<file path="src/rtl/uart_tx_arbiter.sv">
// Round-robin arbiter sharing one UART byte transmitter among NREQ packet requesters.
// Optional stall release of a silent owner is built when UART_ARB_TIMEOUT_EN is defined.

module uart_tx_arb_lane (
  input  logic       own,
  input  logic       locked,
  input  logic       tx_txe,
  input  logic [7:0] data,
  output logic       ready,
  output logic [7:0] sel_data
);
  assign ready    = own & locked & tx_txe;
  assign sel_data = data & {8{own}};
endmodule

module uart_tx_arbiter #(
  parameter int NREQ    = 4,
  parameter int TIMEOUT = 1023
) (
  input  logic              clk,
  input  logic              nrst,
  input  logic [NREQ-1:0]   req_valid,
  input  logic [8*NREQ-1:0] req_data,
  input  logic [NREQ-1:0]   req_last,
  output logic [NREQ-1:0]   req_ready,
  output logic              tx_start,
  output logic [7:0]        tx_data,
  input  logic              tx_txe,
  output logic [NREQ-1:0]   grant,
  output logic              busy,
  output logic              timeout
);
  localparam int IW = (NREQ > 1) ? $clog2(NREQ) : 1;

  typedef enum logic [1:0] {IDLE, LOCKED, ISSUE} state_t;

  if (NREQ < 2 || NREQ > 8 || TIMEOUT < 1) begin : g_bad_cfg
    $error("uart_tx_arbiter: NREQ must be 2..8 and TIMEOUT >= 1");
  end

  state_t                 state, state_d;
  logic [IW-1:0]          rr_ptr, rr_d, owner, owner_d, pick;
  logic [NREQ-1:0]        grant_d;
  logic                   busy_d, start_d, last_q, last_d, locked, own_last, xfer;
  logic [7:0]             data_d, own_data;
  logic [NREQ-1:0][7:0]   lane_data;

  assign locked = (state == LOCKED);

  for (genvar i = 0; i < NREQ; i++) begin : g_lane
    uart_tx_arb_lane u_lane (
      .own      (grant[i]),
      .locked   (locked),
      .tx_txe   (tx_txe),
      .data     (req_data[8*i +: 8]),
      .ready    (req_ready[i]),
      .sel_data (lane_data[i])
    );
  end

  always_comb begin
    own_data = '0;
    for (int i = 0; i < NREQ; i++) own_data |= lane_data[i];
  end

  assign own_last = |(req_last & grant);
  assign xfer     = |(req_valid & req_ready);

  // Walk from the farthest slot back toward rr_ptr+1 so the nearest valid requester wins.
  always_comb begin
    pick = '0;
    for (int k = NREQ; k >= 1; k--) begin
      if (req_valid[(int'(rr_ptr) + k) % NREQ]) pick = IW'((int'(rr_ptr) + k) % NREQ);
    end
  end

`ifdef UART_ARB_TIMEOUT_EN
  localparam int CW = $clog2(TIMEOUT + 1);
  logic [CW-1:0] stall, stall_d;
  logic          timeout_d, own_valid;
  assign own_valid = |(req_valid & grant);
`endif

  always_comb begin
    state_d = state;
    rr_d    = rr_ptr;
    owner_d = owner;
    grant_d = grant;
    busy_d  = busy;
    start_d = 1'b0;
    data_d  = tx_data;
    last_d  = last_q;
`ifdef UART_ARB_TIMEOUT_EN
    stall_d   = '0;
    timeout_d = 1'b0;
`endif
    case (state)
      IDLE: begin
        if (|req_valid) begin
          owner_d = pick;
          grant_d = '0;
          grant_d[pick] = 1'b1;
          busy_d  = 1'b1;
          state_d = LOCKED;
        end
      end
      LOCKED: begin
        if (xfer) begin
          start_d = 1'b1;
          data_d  = own_data;
          last_d  = own_last;
          state_d = ISSUE;
        end
`ifdef UART_ARB_TIMEOUT_EN
        else if (!own_valid) begin
          if (stall == CW'(TIMEOUT - 1)) begin
            rr_d      = owner;
            grant_d   = '0;
            busy_d    = 1'b0;
            timeout_d = 1'b1;
            state_d   = IDLE;
          end else begin
            stall_d = stall + CW'(1);
          end
        end
`endif
      end
      ISSUE: begin
        if (last_q) begin
          rr_d    = owner;
          grant_d = '0;
          busy_d  = 1'b0;
          state_d = IDLE;
        end else begin
          state_d = LOCKED;
        end
      end
      default: state_d = IDLE;
    endcase
  end

  always_ff @(posedge clk or negedge nrst) begin
    if (!nrst) begin
      state    <= IDLE;
      rr_ptr   <= IW'(NREQ - 1);
      owner    <= '0;
      grant    <= '0;
      busy     <= 1'b0;
      tx_start <= 1'b0;
      tx_data  <= 8'h00;
      last_q   <= 1'b0;
    end else begin
      state    <= state_d;
      rr_ptr   <= rr_d;
      owner    <= owner_d;
      grant    <= grant_d;
      busy     <= busy_d;
      tx_start <= start_d;
      tx_data  <= data_d;
      last_q   <= last_d;
    end
  end

`ifdef UART_ARB_TIMEOUT_EN
  always_ff @(posedge clk or negedge nrst) begin
    if (!nrst) begin
      stall   <= '0;
      timeout <= 1'b0;
    end else begin
      stall   <= stall_d;
      timeout <= timeout_d;
    end
  end
`else
  assign timeout = 1'b0;
`endif

endmodule

</file>
<file path="config.mk">
export PLATFORM = sky130hd
export DESIGN_NAME = uart_tx_arbiter
export DESIGN_NICKNAME = d
export VERILOG_FILES = /design/src/rtl/uart_tx_arbiter.sv
export SDC_FILE = /design/constraint.sdc
export NUM_CORES = 1
export LEC_CHECK = 0
export CELL_PAD_IN_SITES_DETAIL_PLACEMENT = 1
export CELL_PAD_IN_SITES_GLOBAL_PLACEMENT = 2
export CORE_MARGIN = 1.5
export CORE_UTILIZATION = 22
export DETAILED_ROUTE_END_ITERATION = 8
export PLACE_DENSITY_LB_ADDON = 0.1
export SLEW_MARGIN = 20
export SYNTH_ARGS = -nofsm -noshare
export SYNTH_HDL_FRONTEND = slang
export SYNTH_SLANG_ARGS = --single-unit
</file>
<file path="constraint.sdc">
create_clock -name clk -period 2 [get_ports clk]
set_input_delay 0.4 -clock clk [delete_from_list [all_inputs] [get_ports clk]]
set_output_delay 0.4 -clock clk [all_outputs]
set_load 0.03 [all_outputs]
</file>
# Yosys cells after proc, flatten, opt, wreduce, memory -nomap -nowiden
# Cells that the tools add are included.
dict set report totals {
  inputBits 43
  ff_bits 21
  out_inout_bits 19
  wordCells 89
}
dict set report op_classes {
  addsub 4
  n_lt_le_gt_ge 6
  n_bitwise 21
  n_reduce_logical 15
  n_eq_ne 5
  muxes 30
}
# op count
set ops {}
lappend ops {{8-bit AND} 4}
lappend ops {{8-bit bitwise OR} 3}
lappend ops {{3-bit by 4-bit less-than comparator with 1-bit output (second input constant)} 4}
lappend ops {{1-bit two-way mux} 14}
lappend ops {{2-bit two-way mux} 6}
lappend ops {{4-bit OR reduction} 3}
lappend ops {{1-bit AND} 8}
lappend ops {{4-bit AND} 2}
lappend ops {{1-bit binary-select mux with 2-bit select} 4}
lappend ops {{4-bit two-way mux} 2}
lappend ops {{4-bit case mux with 2 select lines} 1}
lappend ops {{2-bit AND reduction} 4}
lappend ops {{2-bit OR reduction} 4}
lappend ops {{2-bit != test (second input constant)} 3}
lappend ops {{2-bit case mux with 3 select lines} 1}
lappend ops {{2-bit by 1-bit adder with 2-bit output (second input constant)} 2}
lappend ops {{2-bit adder (second input constant)} 2}
lappend ops {{1-bit AND (first input constant)} 4}
lappend ops {{2-bit by 3-bit less-than comparator with 1-bit output (second input constant)} 1}
lappend ops {{3-bit AND reduction} 1}
lappend ops {{1-bit demux with 2-bit select} 1}
lappend ops {{2-bit by 1-bit equality test with 1-bit output (second input constant)} 1}
lappend ops {{2-bit equality test (second input constant)} 1}
lappend ops {{2-bit by 1-bit >= comparator with 1-bit output (second input constant)} 1}
lappend ops {{other kinds (4)} 4}

# Depth between registers and ports, before layout
# Gate-level depths: netlist of the first run.
dict set report depth {
  depth_word 16
  ltp_mapped 5
  depth_no_buf 4
}

# By module
# Synthesis of the first run repeated with hierarchy kept, for this count alone.
dict set report unflattened {
  hier_cells 130
  area_unflattened_um2 1248.7
}
# mod cells_each area_each_um2 instances seq_area_each_um2
set by_module_without_submodules {}
lappend by_module_without_submodules {uart_tx_arbiter 94 983.4 1 528.0}
lappend by_module_without_submodules {uart_tx_arb_lane 9 66.3 4 0.0}

# Least setup slack after synthesis of the first run
# No wires, ideal clock.
dict set report synth_timing {
  path_kind {input -> register}
  from {input port req_valid[1]}
  to {register owner[0]}
  slack_ps 402
  setup_time_ps 125
  path_stages 4
  path_buffers 1
  t_required_ps 1875
  t_arrival_ps 1474
  cell_sequence {or4_1 nand3_2 buf_6 mux2_2}
}
dict set report synth_via {
  elab_chain_len 7
  elab_cells_between_ends 18
  classes_between {16 x mux; 2 x reduce/logical}
}
# item line
set synth_lines {}
lappend synth_lines {{start, declared} 22} ;# input logic [NREQ-1:0] req_valid,
lappend synth_lines {{1-bit binary-select mux with 2-bit select} 73} ;# if (req_valid[(int'(rr_ptr) + k) % NREQ]) pick = IW'((int'(rr_ptr) + k) % NREQ);
lappend synth_lines {{1-bit two-way mux (implied by the code) (2 in a row)} 73}
lappend synth_lines {{2-bit two-way mux (4 in a row)} 73}
lappend synth_lines {{end signal, assigned} 155} ;# owner <= owner_d;
lappend synth_lines {{end, declared} 42} ;# logic [IW-1:0] rr_ptr, rr_d, owner, owner_d, pick;
# Several ways; a longest one is shown, not always the timed one. The select of a mux whose other input is x is not followed.
# A chain may end at the register's enable or synchronous reset.

# Final worst setup path of the first run
dict set report layout_timing {
  from {input port tx_txe}
  to {output port req_ready[3]}
}
dict set report layout_via {
  elab_chain_len 1
}
# item line
set layout_lines {}
lappend layout_lines {{start, declared} 28} ;# input logic tx_txe,
lappend layout_lines {{1-bit AND} 12} ;# assign ready = own & locked & tx_txe;
lappend layout_lines {{end, declared} 25} ;# output logic [NREQ-1:0] req_ready,
# Every way passes these cells.

==> results of run 1 <==
-- cell usage in the layout, fill, tap and decap left out, drive strengths merged, types with 2 or more instances in the layout --
cell           Yosys  final
clkbuf             4      4
mux2               3      3
dfstp              2      2
nand2              5      5
inv                2      2
nand2b             4      4
and2               4      4
buf               11     17
a32o               2      2
nor2              11     11
nand3              4      4
a22oi             20     20
nor2b              2      2
a21boi             2      2
a31oi             10     10
clkdlybuf4s50      0     56
dfrtp             19     19
-- final cells by class --
type,instances,share of cell area
repair buffers,73,0.363
multi-input cells,79,0.284
flip-flops and latches,21,0.279
well taps,70,0.0462
clock buffers,4,0.0238
inverters,2,0.00396
-- how the worst max path moves through the flow --
stage | startpoint | to | slack (ps) | cells past startpoint
after floorplan | req_valid[1] | owner[0]$_DFFE_PN0P_ | 400 | 4
after global placement | req_valid[1] | owner[0]$_DFFE_PN0P_ | -70 | 4
after detailed placement | req_valid[3] | tx_data[5]$_DFFE_PN0P_ | -120 | 4
after CTS | tx_txe | req_ready[3] | 110 | 5
after global routing | req_valid[3] | tx_data[6]$_DFFE_PN0P_ | 20 | 5
final | tx_txe | req_ready[3] | 120 | 5
-- per-layer routing --
layer / share of wire / global-route usage / routed length (um)
met2: 0.50 / 0.246 / 1970
met1: 0.44 / 0.181 / 1730
met5: 0 / 0 / 0
met3: 0.048 / 0.0383 / 188
met4: 0.0069 / 0.0333 / 27
-- power by group through the flow --
stage	Combinational [W]	Clock [W]	Sequential, W
finish	0.000126	0.000274	0.000425
global route	0.000135	0.000300	0.000424
CTS	0.000127	0.000285	0.000424
detailed placement	0.000126	0	0.000433
global placement	0.000124	0	0.000433
floorplan	0.0000176	0	0.000433
-- sequential cells by signal, indices dropped and copies added (netlist names) --
| register | flops |
|---|---|
| busy | 1 |
| grant | 4 |
| last_q | 1 |
| owner | 2 |
| rr_ptr | 2 |
| state | 2 |
| tx_data | 8 |
| tx_start | 1 |
-- logic make-up after synthesis --
| kind of cell | after synthesis | synth area share |
|---|---|---|
| DFF | 21 | 0.450 |
| and+or+nand+nor | 33 | 0.148 |
| AOI/OAI and AO/OA | 41 | 0.271 |
| buffers and inverters | 17 | 0.0906 |
| other | 1 | 0.00320 |
| muxes | 4 | 0.0373 |
-- stage by stage --
stage	TNS [ps]	util	setup slack, ps	power (W)
2_1_floorplan	0	-	402	0.000450
5_1_grt	0	0.369	23.1	0.000859
4_1_cts	0	0.369	111	0.000837
6_report	0	0.369	122	0.000825
3_3_place_gp	-301	0.360	-66.6	0.000557
3_5_place_dp	-1000	0.360	-117	0.000559
==> impl_metrics.tcl, run 1 <==
set metrics [dict create \
    outcome "finished, final reports clean" \
    synthesis.area_um2 1170 \
    cpPeakStageDelay_ps 420 \
    rsz0062_at_grt "false" \
    worstPathArrival_ps 1480 \
    power_density_nw_per_um2 435 \
    clk_path_buf_depth 2 \
    cts_buffers 3 \
    worstHoldPathType "in -> async" \
    synth_warnings 0 \
    synth_cell_type_count 34 \
    synth_cells 117 \
    clk_pin_slew_ps 70 \
    synth_edf_count 0 \
    worstSetupEndpointType "primary output" \
    p_seq_frac 0.515 \
    antennaDiodeCount 0 \
    worstMarginPinSlew_ps 752 \
    first_pass_iters 3 \
    overflow 0 \
    skew_ps 3.11 \
    yosysSeqAreaShare 0.450 \
    async_flop_share 1.00 \
    post_drt_wl_per_cell_um 15.7 \
    syn_area_per_cell_um2 10.0 \
    final_cells 249 \
    place_congestion 0.798 \
    drc 0 \
    reg2reg_from "grant[0]$_DFFE_PN0P_" \
    die_x_um 76.0 \
    grt_max_degree 22 \
    hpwl_mm 3.12 \
    cts_tree "yes" \
    crit_path_top_delay_cell "clkdlybuf4s50_1" \
    synth-seq-cells 21 \
    finalWirelength_mm 3.92 \
    viasPerCell 4.60 \
    dr.first_iter.drc_count 49 \
    finalNetCount 223 \
    post_cts_resize_count 0 \
    coreArea_um2 5140 \
    drv_slew 0 \
    cts_sinks 21 \
    crit_type "in -> out" \
    p_comb_frac 0.153 \
    r2r_end "tx_data[6]$_DFFE_PN0P_" \
    multiInputGateArea_um2 539 \
    synth_area_leader_cell "dfrtp_1" \
    synth_top_area_frac 0.405 \
    fillers 613 \
    start_util 0.228 \
    placed_area_um2 1850 \
    finalSetupViolCount 0 \
    cts_setup_buffers 0 \
    finalInstanceArea_um2 1900 \
    antenna_found_initial 0 \
    whs_ps 483 \
    finalCritPeriodShare 0.939 \
    final_layout_size_suffix_gt1_frac 0.162 \
    crit_fanout 5 \
    yosysMostFrequentCell "a22oi_1" \
    power.switching_w 0.000171 \
    path_cells "clkdlybuf4s50_1 -> and3b_1 -> buf_4 -> and2_1 -> buf_4" \
    rows 26 \
    period_needed_ps 1880 \
    hold_viol 0 \
    grt_pass1_wl_mm 6.57 \
    htreeDepth 1 \
    slew_headroom 0.496 \
    ant_nets 0 \
    clkPwrFrac 0.333 \
    start_kind "input pin" \
    dp.cells 245 \
    pin_count 62 \
    intPower_w 0.000653 \
    p_sw_frac 0.208 \
    path_delay_family "buffers and inverters" \
    peakVddDrop_mv 0.320 \
    r2r_slack_ps 360 \
    areaGrowthSynthToFinish_pct 61.5 \
    crit_top_cell "buf_4" \
    insertion_delay_ps 260 \
    grtUsageTotal 0.144 \
    cts_root_buf "clkbuf_8" \
    grt_pass1_vias 1268 \
    rr_worst_depth 4 \
    seqCellArea_um2 528 \
    p_leak_nw 0.759 \
    io_buffers 60 \
    synthTopCellsByCount "a22oi_1 (20), dfrtp_1 (19), nor2_1 (10)" \
    synth.area.top_cells "dfrtp_1 (41%), a22oi_1 (13%), buf_4 (5.8%)" \
    cp_data_required_time_ps 1600 \
    syn-num-nets 160 \
    path_buf_inv 3 \
    die_y_um 76.0 \
    ctsHoldBuffers 0 \
    cap_violations 0 \
    max_freq_ghz 0.533 \
    synth_flop_cell "dfrtp_1" \
    die_area_um2 5780 \
    routed-via-count 1146 \
]
Power figures use the tool's default switching activity.
==> inputs of run 2 (changes only) <==
- CORE_MARGIN: 1.5 -> 5
==> impl_metrics.tcl, run 2 (synthesis gave the netlist of run 1 again) <==
set metrics [dict create \
    outcome "finished, final reports clean" \
    rr_worst_depth 4 \
    coreArea_um2 5140 \
    cts_root_buf "clkbuf_8" \
    start_util 0.228 \
    fillers 601 \
    reg.largest.list "tx_data: 8 flops, grant: 4 flops" \
    hold_viol 0 \
    drc 0 \
    fin_util 0.371 \
    max_freq_ghz 0.530 \
    overflow 0 \
    grt_pass1_vias 1296 \
    drv_slew 0 \
    p_leak_nw 0.782 \
    grtUsageTotal 0.117 \
    hpwl_mm 3.24 \
    insertion_delay_ps 260 \
    pin_count 62 \
    viasPerCell 4.59 \
    crit_fanout 7 \
    first_pass_iters 3 \
    largest_reg_flops 8 \
    cts_setup_buffers 0 \
    rsz0062_at_grt "false" \
    slew_headroom 0.668 \
    final_common_cell "clkdlybuf4s50_1" \
    clk_path_buf_depth 2 \
    crit_type "reg -> out" \
    final_cell_mix "clkdlybuf4s50_1 (55), a22oi_1 (20), dfrtp_1 (19)" \
    worstSetupEndpointType "primary output" \
    start_kind "flip-flop" \
    fin_ws_ps 115 \
    placed_area_um2 1850 \
    cpPeakStageDelay_ps 740 \
    skew_ps 5.44 \
    worstMarginPinSlew_ps 497 \
    finalNetCount 223 \
    post_drt_wl_per_cell_um 16.4 \
    ant_nets 0 \
    final_cells 249 \
    antenna_found_initial 0 \
    antennaDiodeCount 0 \
    path_cells "clkdlybuf4s50_1" \
    place_ws_ps -129 \
    dp.cells 245 \
    finalInstanceArea_um2 1910 \
    routed-via-count 1144 \
    peakVddDrop_mv 0.396 \
    worstPathArrival_ps 1490 \
    die_area_um2 6900 \
    place_congestion 0.775 \
    grt_max_degree 22 \
    path_buf_inv 1 \
    r2r_slack_ps 400 \
    die_y_um 83.0 \
    final_layout_size_suffix_gt1_frac 0.162 \
    reg2reg_from "grant[1]$_DFFE_PN0P_" \
    worstHoldPathType "in -> async" \
    areaGrowthSynthToFinish_pct 62.4 \
    finalCritPeriodShare 0.943 \
    whs_ps 488 \
    finalSetupViolCount 0 \
    period_needed_ps 1890 \
    r2r_end "tx_data[4]$_DFFE_PN0P_" \
    io_buffers 60 \
    path_delay_family "buffers and inverters" \
    clk_pin_slew_ps 80 \
    cts_buffers 3 \
    die_x_um 83.0 \
    rows 26 \
    cp_data_required_time_ps 1600 \
    cts_sinks 21 \
    finalWirelength_mm 4.08 \
    cap_violations 0 \
    cts_tree "yes" \
    htreeDepth 1 \
    regMostFlops "tx_data" \
    power_density_nw_per_um2 432 \
    crit_path_top_delay_cell "clkdlybuf4s50_1" \
    dr.first_iter.drc_count 38 \
    grt_pass1_wl_mm 6.60 \
]
==> run 2: cell count changes in the layout (fill, tap and decap cells not counted), sizes merged <==
cell | previous run | this run
clkdlybuf4s50 | 56 | 55
dlymetal6s2s | 0 | 1
==> run 2: power breakdown <==
part	internal [W]	total [W]	switching [W]
registers	0.000424	0.000424	0
logic	0.0000873	0.000125	0.0000381
clock network	0.000142	0.000274	0.000133
total	0.000653	0.000824	0.000171
==> run 2: routing by layer <==
layer,part of all wire,up-vias,GRT usage
met3,0.048,2,0.0376
met2,0.49,33,0.206
li1,-,552,-
met1,0.45,557,0.141
met4,0.0047,0,0.0134
met5,0,-,0
==> run 2: worst max-delay path by stage <==
| stage | to | from | depth (start not counted) |
|---|---|---|---|
| detailed placement | tx_data[4]$_DFFE_PN0P_ | req_valid[3] | 5 |
| global placement | owner[0]$_DFFE_PN0P_ | req_valid[1] | 4 |
| CTS | grant[1] | grant[1]$_DFFE_PN0P_ | 1 |
| floorplan | owner[0]$_DFFE_PN0P_ | req_valid[1] | 4 |
| global route | req_ready[1] | tx_txe | 5 |
| finish | grant[0] | grant[0]$_DFFE_PN0P_ | 1 |
==> run 2: stage by stage <==
step	TNS (ps)	power (W)
floorplan	0	0.000450
global placement	-315	0.000557
detailed placement	-982	0.000558
CTS	0	0.000839
global route	0	0.000861
finish	0	0.000824
==> run 2: cell type report <==
class | count | area (um^2) | share of cell area
clock buffers | 4 | 45.0 | 0.0236
inverters | 2 | 7.51 | 0.00394
multi-input cells | 79 | 547 | 0.287
flip-flops and latches | 21 | 528 | 0.277
well taps | 70 | 87.6 | 0.0460
repair buffers | 73 | 691 | 0.362
==> run 2: what timing repair did <==
action / in CTS / in global routing
resized for setup: 0 / 2
setup endpoints to repair: 0 / 3
hold buffers: 0 / 0
==> inputs of run 3 (changes only) <==
- CORE_MARGIN: 5 -> 2
==> impl_metrics.tcl, run 3 (synthesis gave the netlist of run 1 again) <==
set metrics [dict create \
    placed_area_um2 1860 \
    cts_root_buf "clkbuf_8" \
    path_cells "clkdlybuf4s50_1" \
    p_seq_frac 0.518 \
    finalInstanceArea_um2 1910 \
    fillers 602 \
    antenna_found_initial 0 \
    post_drt_wl_per_cell_um 15.7 \
    grtUsageTotal 0.137 \
    first_pass_iters 4 \
    cp_data_required_time_ps 1600 \
    rr_worst_depth 3 \
    p_sw_frac 0.202 \
    cts_tree "yes" \
    hpwl_mm 3.18 \
    outcome "finished, final reports clean" \
    period_needed_ps 1910 \
    die_x_um 77.0 \
    rsz0062_at_grt "false" \
    p_comb_frac 0.155 \
    final_common_cell "clkdlybuf4s50_1" \
    pin_count 62 \
    viasPerCell 4.69 \
    worstMarginPinSlew_ps 791 \
    path_buf_inv 1 \
    worstPathArrival_ps 1510 \
    cap_violations 0 \
    grt_max_degree 22 \
    insertion_delay_ps 250 \
    max_freq_ghz 0.523 \
    final_layout_size_suffix_gt1_frac 0.172 \
    skew_ps 1.34 \
    clk_pin_slew_ps 70 \
    die_y_um 77.0 \
    setup-tns-final_ps 0 \
    drc 0 \
    grt_pass1_vias 1271 \
    post_cts_resize_count 0 \
    total_power_w 0.000820 \
    die_area_um2 5940 \
    place_ws_ps -111 \
    largest_reg_flops 8 \
    cts_buffers 3 \
    final_cells 250 \
    coreArea_um2 5140 \
    clkPwrFrac 0.327 \
    routed-via-count 1173 \
    dr.first_iter.drc_count 26 \
    reg2reg_from "grant[1]$_DFFE_PN0P_" \
    areaGrowthSynthToFinish_pct 62.7 \
    finalNetCount 224 \
    dp.cells 246 \
    start_util 0.228 \
    place_congestion 0.785 \
    cts_sinks 21 \
    slew_headroom 0.470 \
    cpPeakStageDelay_ps 750 \
    power_density_nw_per_um2 429 \
    final_cell_mix "clkdlybuf4s50_1 (56), a22oi_1 (20), dfrtp_1 (19)" \
    htreeDepth 1 \
    crit_path_top_delay_cell "clkdlybuf4s50_1" \
    cts_setup_buffers 0 \
    clk_path_buf_depth 2 \
    r2r_slack_ps 300 \
    ctsHoldBuffers 0 \
    r2r_end "last_q$_DFFE_PN0P_" \
    drv_slew 0 \
    p_leak_nw 0.765 \
    finalSetupViolCount 0 \
    start_kind "flip-flop" \
    crit_fanout 7 \
    overflow 0 \
    reg.largest.list "tx_data: 8 flops, grant: 4 flops" \
    peakVddDrop_mv 0.330 \
    rows 26 \
    hold_viol 0 \
    io_buffers 60 \
    worstHoldPathType "in -> async" \
    regMostFlops "tx_data" \
    finalCritPeriodShare 0.955 \
    worstSetupEndpointType "primary output" \
    path_delay_family "buffers and inverters" \
    finalWirelength_mm 3.93 \
    ant_nets 0 \
    fin_ws_ps 89.4 \
    power.switching_w 0.000166 \
    crit_type "reg -> out" \
    antennaDiodeCount 0 \
    grt_pass1_wl_mm 6.52 \
    intPower_w 0.000654 \
]
## run 3: per-stage QoR
| step | hold slack, ps | util |
|---|---|---|
| after global placement | 461 | 0.361 |
| after floorplan | 104 | - |
| after detailed placement | 469 | 0.361 |
| after CTS | 487 | 0.370 |
| after global routing | 515 | 0.371 |
| final | 481 | 0.371 |
## run 3: worst max-delay path by stage
stage,from,endpoint,slack (ps),cells after the start
4_1_cts,grant[1]$_DFFE_PN0P_,grant[1],60,1
2_1_floorplan,req_valid[1],owner[0]$_DFFE_PN0P_,400,4
6_report,grant[1]$_DFFE_PN0P_,grant[1],90,1
3_5_place_dp,req_valid[3],tx_data[1]$_DFFE_PN0P_,-110,4
3_3_place_gp,req_valid[1],owner[0]$_DFFE_PN0P_,-80,4
5_1_grt,tx_txe,tx_data[3]$_DFFE_PN0P_,10,5
## run 3: layout make-up
cell class                      instances  area (um^2)  area share
Multi-Input combinational cell         79          546       0.286
Sequential cell                        21          528       0.277
Clock buffer                            4         45.0      0.0236
Tap cell                               70         87.6      0.0459
Timing Repair Buffer                   74          696       0.364
Inverter                                2         7.51     0.00393
## run 3: power groups by stage
stage	Clock [W]	Sequential [W]	Combinational [W]
after CTS	0.000284	0.000424	0.000128
after global routing	0.000302	0.000424	0.000139
after detailed placement	0	0.000433	0.000127
final	0.000268	0.000425	0.000127
after global placement	0	0.000433	0.000124
after floorplan	0	0.000433	0.0000176
## run 3: routing by layer
layer,vias up,share of wire,global-route usage
met2,35,0.51,0.247
met3,4,0.058,0.0412
met4,0,0.0092,0.0161
li1,553,-,-
met1,581,0.42,0.164
met5,-,0,0
